File: config.mk
export PLATFORM = sky130hd
export DESIGN_NAME = slc3_io_responder
export DESIGN_NICKNAME = d
export VERILOG_FILES = /design/src/rtl/slc3_io_responder.sv
export SDC_FILE = /design/constraint.sdc
export NUM_CORES = 1
export LEC_CHECK = 0
export CAP_MARGIN = 10
export CORE_ASPECT_RATIO = 0.9
export CORE_MARGIN = 5
export CORE_UTILIZATION = 44
export CTS_BUF_LIST = sky130_fd_sc_hd__clkbuf_16
export DETAILED_ROUTE_END_ITERATION = 8
export PLACE_DENSITY_LB_ADDON = 0.1
export SETUP_SLACK_MARGIN = 0.1
export SYNTH_ARGS = -nofsm -noshare
export SYNTH_HDL_FRONTEND = slang
export SYNTH_SLANG_ARGS = --single-unit
File: constraint.sdc
create_clock -name Clk -period 5.9 [get_ports Clk]
set_clock_uncertainty 0.15 [all_clocks]
set_input_delay 1.18 -clock Clk [delete_from_list [all_inputs] [get_ports Clk]]
set_output_delay 1.18 -clock Clk [all_outputs]
set_load 0.005 [all_outputs]
File: src/rtl/slc3_io_responder.sv
// SLC-3 memory-mapped I/O responder: switch reads, hex register writes,
// plus the synchronized and debounced Continue button pulse for the CPU.
module slc3_io_responder #(
  parameter logic [15:0] IO_ADDR    = 16'hFFFF,
  parameter int unsigned READ_LAT   = 2,
  parameter int unsigned DEB_CYCLES = 16
) (
  input  logic        Clk,
  input  logic        Reset_n,
  input  logic [9:0]  SW,
  input  logic        Continue_n,
  input  logic [15:0] MAR,
  input  logic [15:0] Data_from_CPU,
  input  logic        Mem_OE,
  input  logic        Mem_WE,
  input  logic        Pause_Req,
  output logic        Io_Hit,
  output logic        Io_Rdy,
  output logic [15:0] Data_to_CPU,
  output logic [15:0] Hex_Reg,
  output logic        Cont_Pulse
);

  localparam logic [3:0] LAT_INIT = 4'(READ_LAT - 1);
  localparam int unsigned DEB_W = (DEB_CYCLES > 2) ? $clog2(DEB_CYCLES) : 1;
  localparam logic [DEB_W-1:0] DEB_TC = DEB_W'(DEB_CYCLES - 1);

  typedef enum logic [1:0] {
    IDLE    = 2'd0,
    RD_WAIT = 2'd1,
    RESP    = 2'd2,
    DRAIN   = 2'd3
  } state_t;

  state_t      state;
  logic [3:0]  lat_cnt;
  logic [15:0] rd_data;
  logic [9:0]  sw_s1;
  logic [9:0]  sw_s2;

  logic             cont_s1;
  logic             cont_s2;
  logic             deb_level;
  logic [DEB_W-1:0] deb_cnt;
  logic             press_q;

  assign Io_Hit = (Mem_OE | Mem_WE) && (MAR == IO_ADDR);

  always_ff @(posedge Clk or negedge Reset_n) begin
    if (!Reset_n) begin
      sw_s1 <= '0;
      sw_s2 <= '0;
    end else begin
      sw_s1 <= SW;
      sw_s2 <= sw_s1;
    end
  end

  // Io_Rdy and Data_to_CPU are registered so they are high exactly while in RESP.
  always_ff @(posedge Clk or negedge Reset_n) begin
    if (!Reset_n) begin
      state       <= IDLE;
      lat_cnt     <= '0;
      rd_data     <= '0;
      Io_Rdy      <= 1'b0;
      Data_to_CPU <= '0;
      Hex_Reg     <= '0;
    end else begin
      Io_Rdy      <= 1'b0;
      Data_to_CPU <= '0;
      case (state)
        IDLE: begin
          if (Io_Hit) begin
            if (Mem_WE) begin
              Hex_Reg <= Data_from_CPU;
              Io_Rdy  <= 1'b1;
              state   <= RESP;
            end else begin
              rd_data <= {6'b0, sw_s2};
              lat_cnt <= LAT_INIT;
              if (READ_LAT == 1) begin
                Io_Rdy      <= 1'b1;
                Data_to_CPU <= {6'b0, sw_s2};
                state       <= RESP;
              end else begin
                state <= RD_WAIT;
              end
            end
          end
        end
        RD_WAIT: begin
          lat_cnt <= lat_cnt - 4'd1;
          if (lat_cnt == 4'd1) begin
            Io_Rdy      <= 1'b1;
            Data_to_CPU <= rd_data;
            state       <= RESP;
          end
        end
        RESP: state <= DRAIN;
        DRAIN: begin
          if (!Mem_OE && !Mem_WE) state <= IDLE;
        end
        default: state <= IDLE;
      endcase
    end
  end

  // Pause_Req is judged at the flip edge; the pulse follows one cycle later.
  always_ff @(posedge Clk or negedge Reset_n) begin
    if (!Reset_n) begin
      cont_s1    <= 1'b1;
      cont_s2    <= 1'b1;
      deb_level  <= 1'b1;
      deb_cnt    <= '0;
      press_q    <= 1'b0;
      Cont_Pulse <= 1'b0;
    end else begin
      cont_s1    <= Continue_n;
      cont_s2    <= cont_s1;
      press_q    <= 1'b0;
      Cont_Pulse <= press_q;
      if (cont_s2 == deb_level) begin
        deb_cnt <= '0;
      end else if (deb_cnt == DEB_TC) begin
        deb_level <= cont_s2;
        deb_cnt   <= '0;
        press_q   <= ~cont_s2 & Pause_Req;
      end else begin
        deb_cnt <= deb_cnt + 1'b1;
      end
    end
  end

endmodule

After elaboration in Yosys (flattened, before gate mapping)
Cells that the tools add are included.
{"block": "word_totals", "register_bits": 78}
{"block": "op_classes", "add_sub_neg": 2, "eq_ne": 11, "mux": 18, "reduce_logical": 11, "n_bitwise": 5}
{"op": "two-way mux 10 bit", "n": 2}
{"op": "equality test 16 bit (second input constant)", "n": 1}
{"op": "two-way mux 4 bit", "n": 4}
{"op": "AND reduction 3 bit", "n": 4}
{"op": "two-way mux 2 bit", "n": 4}
{"op": "!= test 2 bit (second input constant)", "n": 4}
{"op": "one-hot mux 2 bit (4 select lines)", "n": 1}
{"op": "one-hot mux 4 bit (2 select lines)", "n": 1}
{"op": "two-way mux 1 bit", "n": 5}
{"op": "adder 4 x 1 -> 4 bit (second input constant)", "n": 1}
{"op": "equality test 2 bit (second input constant)", "n": 2}
{"op": "equality test 4 x 1 -> 1 bit (second input constant)", "n": 1}
{"op": "equality test 4 bit (second input constant)", "n": 1}
{"op": "subtractor 4 x 1 -> 4 bit (second input constant)", "n": 1}
{"op": "inverter 1 bit", "n": 3}
{"op": "equality test 2 x 1 -> 1 bit (second input constant)", "n": 1}
{"op": "logical AND 1 bit", "n": 2}
{"op": "logical NOT 1 bit", "n": 2}
{"op": "logical NOT 2 bit", "n": 1}
{"op": "one-hot mux 1 bit (2 select lines)", "n": 1}
{"op": "AND reduction 2 bit", "n": 1}
{"op": "nonzero test 2 bit", "n": 1}
{"op": "AND 1 bit", "n": 1}
{"op": "equality test 1 bit", "n": 1}
{"op": "OR 1 bit", "n": 1}

Depth between registers and ports, before layout
Gate-level depths: netlist of the first run.
{"block": "logic_depth", "ltp_word": 4, "ltp_mapped": 8, "depth_no_buf": 6}

Least setup slack after synthesis of the first run
OpenSTA, ideal clock, no wires.
{"block": "synth_timing", "path_kind": "input port to output port", "start": "input port MAR[15]", "end": "output port Io_Hit", "cell_stages": 3, "setup_slack_ns": 2.674, "arrival_ns": 1.896, "required_ns": 4.570, "path_cell_list": "nand4_1 > nor4_1 > o21a_1"}
{"block": "synth_via", "elab_chain_cells": 2}
{"item": "from (decl)", "line_no": "12", "rtl": "input logic [15:0] MAR,"}
{"item": "equality test 16 bit", "line_no": "47", "rtl": "assign Io_Hit = (Mem_OE | Mem_WE) && (MAR == IO_ADDR);"}
{"item": "logical AND 1 bit", "line_no": "47"}
{"item": "to (decl)", "line_no": "17", "rtl": "output logic Io_Hit,"}
No other way between the ends.

Final worst setup path of the first run
{"block": "layout_timing", "start": "input port MAR[13]", "end": "output port Io_Hit"}
The elaborated chain is that of the path after synthesis.

==> impl_metrics.yaml, run 1 <==
detailed_routing:
  drcViolationCount: 0
  wire_per_inst_um: 13.5
  via_count: 1683
  drtIter0Drc: 60
  ant_nets: 0
  first_pass_iters: 4
  drt-total-wl_um: 4870
  viasPerCell: 4.65
setup_path:
  arrival_ns: 2.99
  crit_fanout: 4
  cp-endpoint: "Io_Hit"
  setup.worst_path.start_class: "primary input"
  r2r_slack_ns: 3.79
  r2r_start: "state[0]"
  required_ns: 4.57
  criticalPathCategory: "primary input to output pin"
  r2r_cells: 6
  r2r-end: "rd_data[0]"
  startpoint: "MAR[13]"
  cp-end-kind: "output pin"
timing:
  tns_ns: 0
  slew_headroom_pct: 42.3
  hold_slack_ns: 0.197
  slew_violations: 0
  setup_viol: 0
  fmax_mhz: 231
  tightest_slew_ns: 0.865
  hold_viol_final: 0
  rsz0062_at_grt: "no"
  fin_crit_sh_pct: 73.3
  min_period_ns: 4.32
global_routing:
  grt_max_degree: 73
  antenna_found_initial: 0
  grt_util_all_layers_pct: 12.8
  grt_pass1_vias: 1665
  grt_pass1_wl_um: 7970
  grt_overflow: 0
clock_tree:
  cts_root_buffer: "clkbuf_16"
  cts_setup_buffers: 0
  h-tree-depth: 3
  cts_made_buffers: 9
  cts.repair.resized: 0
  tritoncts: "built"
  cts_max_path_buffers: 2
  cts.reportedPaths.clkPinSlew_ns: 0.06
  cts_hold_buffers: 0
  numClockSinks: 72
  insertion_delay_ns: 0.32
synth:
  avgSynthCellArea_um2: 14.8
  synth_area_mm2: 0.00277
  yosysTopAreaCell: "dfrtp_1"
  ys_warn_count: 0
  synth_edf_count: 0
  synthArstFlopShare_pct: 100
  synth_seq_cells: 72
  synth.area.top_cells: "dfrtp_1 62%, mux2_2 7.3%, mux2_4 4.9%, ha_1 3.2%, dfstp_2 2.8%"
  yosysSeqAreaShare_pct: 65.2
  ys.flop_type: "dfrtp_1"
  synthTopCellsByCount: "69 x dfrtp_1, 18 x mux2_2, 10 x and2_1, 9 x mux2_4, 8 x inv_1"
  synth.distinct_cells: 39
  netlist_instances: 187
  synth.most_common_cell: "dfrtp_1"
  synth_top_area_share_pct: 62.4
floorplanning:
  die_area_mm2: 0.00798
  start_util_pct: 45.3
  num_rows: 27
  coreArea_mm2: 0.00611
  io_pins: 83
  die_h_um: 85.3
  fp.dieW_um: 93.6
placed_design:
  gp_congestion: 0.745
  dp_hpwl_um: 3400
  io_buffers: 76
finish:
  drive_above_1_share_pct: 18.2
  area_delta_synth_final_pct: 39.4
  fin_nets: 325
  antenna_cells: 0
hold_path:
  min_path_type: "register to register"
pwr:
  ir_drop_mv: 0.252
  power_density_mw_per_mm2: 319
  p_leak_nw: 1.79
run_status:
  status: "finished clean"
run:
  drv_cap: 0
==> sequential cells by signal (all words and copies together) (netlist names) <==
signal and flops:
Hex_Reg 16, deb_level 1, cont_s1 1, sw_s2 10, cont_s2 1, deb_cnt 4
rd_data 10, press_q 1, state 2, sw_s1 10, Cont_Pulse 1, lat_cnt 4
Io_Rdy 1, Data_to_CPU 10
==> critical path, cell delays in order <==
cell	delay [ns]
clkdlybuf4s50_1	0.46
nand4_1	0.21
nor4_1	0.42
o21a_1	0.22
clkdlybuf4s50_1	0.51
==> metal layers <==
metal  vias up  track usage (%)  routed length [um]
met4         0             2.76                  46
met1       816             15.9                2040
met2        62             20.1                2250
met3         6             6.65                 532
li1        799                -                   -
met5         -                0                   0
==> final cells by class <==
| class | count | area, um2 |
|---|---|---|
| inverter | 8 | 30.0 |
| clock inverter | 7 | 46.3 |
| sequential | 72 | 1810 |
| clock buffer | 9 | 225 |
| timing repair buffer | 76 | 758 |
| fill | 488 | 2250 |
| tap | 87 | 109 |
| multi-input combinational | 103 | 886 |
==> cells by family (layout without fill, tap and decap cells) <==
family                     Yosys count  count (layout)  share of synthesized area, %
xor gates and xnor gates             2               2                         0.633
and+or+nand+nor                     44              44                          10.5
AOI/OAI and AO/OA                   15              15                          3.98
DFF                                 72              72                          65.2
adders and majority gates            7               7                          3.16
other                                1               6                         0.135
muxes                               29              29                          12.9
buffers and inverters               17             100                          3.48
==> report_power, final <==
part           switching (W)  leakage, nW  internal (W)  total [W]
clock               0.000196        0.131      0.000283   0.000479
combinational       0.000100        0.725     0.0000991   0.000199
sequential         0.0000258        0.935      0.000527   0.000553
==> worst min-delay path by stage <==
stage	start	end	slack, ns	cells after the start
6_report	press_q	Cont_Pulse	0.20	0
5_1_grt	sw_s1[7]	sw_s2[7]	0.21	0
4_1_cts	press_q	Cont_Pulse	0.20	0
3_5_place_dp	press_q	Cont_Pulse	0.18	0
2_1_floorplan	press_q	Cont_Pulse	0.18	0
3_3_place_gp	sw_s1[7]	sw_s2[7]	0.18	0
==> metrics by stage <==
stage | instances | utilization [%] | power [W] | cell area, um2 | setup slack (ns)
after floorplan | 192 | - | 0.000687 | 2790 | 2.67
after global placement | 346 | 58.7 | 0.000758 | 3590 | 1.61
after detailed placement | 346 | 58.7 | 0.000762 | 3590 | 1.55
after CTS | 362 | 63.1 | 0.00125 | 3860 | 1.55
after global routing | 362 | 63.1 | 0.00130 | 3860 | 1.46
final | 362 | 63.1 | 0.00123 | 3860 | 1.58
==> cell usage in the layout (no fill, tap or decap), drive strengths merged, types with 3 or more instances in the layout <==
master	synthesis	layout
and2	10	10
a21oi	4	4
nor2	7	7
clkdlybuf4s50	0	75
dfrtp	69	69
inv	8	9
conb	1	6
nor3	6	6
dfstp	3	3
ha	7	7
clkinv	0	5
nand2	5	5
mux2	27	27
clkbuf	1	9
nand4	5	5
No activity file was read; power rests on OpenSTA's default activity.
==> run 2: changes to the inputs <==
--- a/config.mk
+++ b/config.mk
@@ -8,7 +8,7 @@
 export CAP_MARGIN = 10
 export CORE_ASPECT_RATIO = 0.9
 export CORE_MARGIN = 5
-export CORE_UTILIZATION = 44
+export CORE_UTILIZATION = 42
 export CTS_BUF_LIST = sky130_fd_sc_hd__clkbuf_16
 export DETAILED_ROUTE_END_ITERATION = 8
 export PLACE_DENSITY_LB_ADDON = 0.1
==> constraint.sdc (replaced) <==
create_clock -name Clk -period 3.6 [get_ports Clk]
set_clock_uncertainty 0.15 [all_clocks]
set_input_delay 0.72 -clock Clk [delete_from_list [all_inputs] [get_ports Clk]]
set_output_delay 0.72 -clock Clk [all_outputs]
set_load 0.005 [all_outputs]
==> impl_metrics.yaml, run 2 (synthesis gave the netlist of run 1 again) <==
placed_design:
  gp_congestion: 0.728
  io_buffers: 76
  dp_hpwl_um: 3510
timing:
  tns_ns: 0
  rsz0062_at_grt: "no"
  min_period_ns: 3.40
  fmax_mhz: 294
  tightest_slew_ns: 0.850
  slew_headroom_pct: 43.3
  slew_violations: 0
  hold_viol_final: 0
  setup_viol: 0
  fin_crit_sh_pct: 94.3
detailed_routing:
  viasPerCell: 4.57
  wire_per_inst_um: 13.3
  ant_nets: 0
  drcViolationCount: 0
  via_count: 1679
  drtIter0Drc: 55
  first_pass_iters: 4
  drt-total-wl_um: 4870
setup_path:
  critical-path-max-stage-delay_ns: 0.52
  crit_path_cell_trace: "clkdlybuf4s50_1 -> nand4_2 -> nor4_1 -> o21a_1 -> clkdlybuf4s50_1"
  setup.worst_path.start_class: "primary input"
  crit_path_top_delay_cell: "clkdlybuf4s50_1"
  r2r_cells: 6
  criticalPathCategory: "primary input to output pin"
  crit_fanout: 4
  critical-path-top-delay-family: "buffers and inverters"
  cp-end-kind: "output pin"
  arrival_ns: 2.53
  path_common_cell: "clkdlybuf4s50_1"
  worstSetupPathDepth: 5
  required_ns: 2.73
  path_buf_inv: 2
clock_tree:
  cts_setup_buffers: 0
  cts_root_buffer: "clkbuf_16"
  cts_max_path_buffers: 2
  numClockSinks: 72
  cts_hold_buffers: 0
  cts_made_buffers: 9
  cts.repair.resized: 0
  tritoncts: "built"
  h-tree-depth: 3
  insertion_delay_ns: 0.32
  cts.reportedPaths.clkPinSlew_ns: 0.05
global_routing:
  grt_util_all_layers_pct: 13.1
  antenna_found_initial: 0
  grt_pass1_wl_um: 8150
  grt_overflow: 0
  grt_pass1_vias: 1760
  grt_max_degree: 73
finish:
  final_cell_mix: "75 x clkdlybuf4s50_1, 69 x dfrtp_1, 18 x mux2_2"
  final_common_cell: "clkdlybuf4s50_1"
  area_delta_synth_final_pct: 41.8
  antenna_cells: 0
  drive_above_1_share_pct: 19.1
  multiInputGateArea_um2: 886
  regArea_mm2: 0.00181
  fillers: 514
  largest_register_ff_count: 16
  regMostFlops: "Hex_Reg"
  fin_nets: 327
pwr:
  switchingPower_w: 0.000521
  ir_drop_mv: 0.375
  intPower_w: 0.00163
  pwr-share-clk_pct: 42.5
  sequentialPowerShare_pct: 42.0
  power_w: 0.00215
  power_density_mw_per_mm2: 549
  swShare_pct: 24.2
  combPwrFrac_pct: 15.4
  p_leak_nw: 1.82
floorplanning:
  die_area_mm2: 0.00832
  num_rows: 28
  coreArea_mm2: 0.00648
  fp.dieW_um: 95.6
  io_pins: 83
  start_util_pct: 42.7
  die_h_um: 87.0
hold_path:
  min_path_type: "register to register"
  holdPathStages: 0
run_status:
  status: "finished clean"
run:
  drv_cap: 0
## run 2: cell count changes in the layout (fill, tap and decap cells not counted)
cell | before | now
bufinv_16 | 0 | 2
buf_4 | 1 | 3
clkinv_4 | 2 | 1
clkinv_1 | 2 | 1
## run 2: path summary, 6_finish.rpt
kind | start | to | slack, ns
min in group asynchronous | Reset_n | Hex_Reg[2] | 0.35
worst max register to register | state[0] | rd_data[4] | 1.42
worst max-delay path | MAR[2] | Io_Hit | 0.20
worst min-delay path | sw_s1[6] | sw_s2[6] | 0.20
worst min register to register | sw_s1[6] | sw_s2[6] | 0.20
max in group asynchronous | Reset_n | state[0] | 2.38
## run 2: through the flow
step	hold slack [ns]	setup WS, ns	instance area (um2)	utilization, %	std cells
final	0.196	0.204	3930	60.6	367
after global routing	0.203	0.107	3930	60.6	367
after CTS	0.199	0.195	3930	60.6	367
after detailed placement	0.186	0.195	3610	55.7	351
after global placement	0.182	0.264	3610	55.7	351
after floorplan	0.181	1.29	2790	-	192
## run 2: power groups by stage
stage                     Combinational, W  Sequential, W  Clock, W
after CTS                         0.000337       0.000905  0.000950
final                             0.000333       0.000905  0.000916
after global routing              0.000378       0.000914  0.000987
after floorplan                   0.000218       0.000908         0
after global placement            0.000331       0.000917         0
after detailed placement          0.000336       0.000918         0
## run 2: per-layer routing
metal | GRT usage [%] | share of wire (%)
met5 | 0 | 0
met3 | 6.31 | 7.8
met4 | 3.88 | 0.94
met2 | 20.6 | 47
met1 | 15.9 | 44
## run 2: worst reg2reg max path, stage by stage (launching register included)
cell	delay, ns
dfrtp_1	0.42
inv_1	0.13
ha_1	0.35
nand2_1	0.12
nor3_1	0.18
nand2_1	0.34
mux2_2	0.39
## run 2: area by class of cell
cell class	count	share of cell area [%]
clock buffer	9	5.74
clock inverter	7	2.39
inverter	8	0.765
multi-input combinational	103	22.6
sequential	72	46.0
tap	90	2.87
timing repair buffer	78	19.7
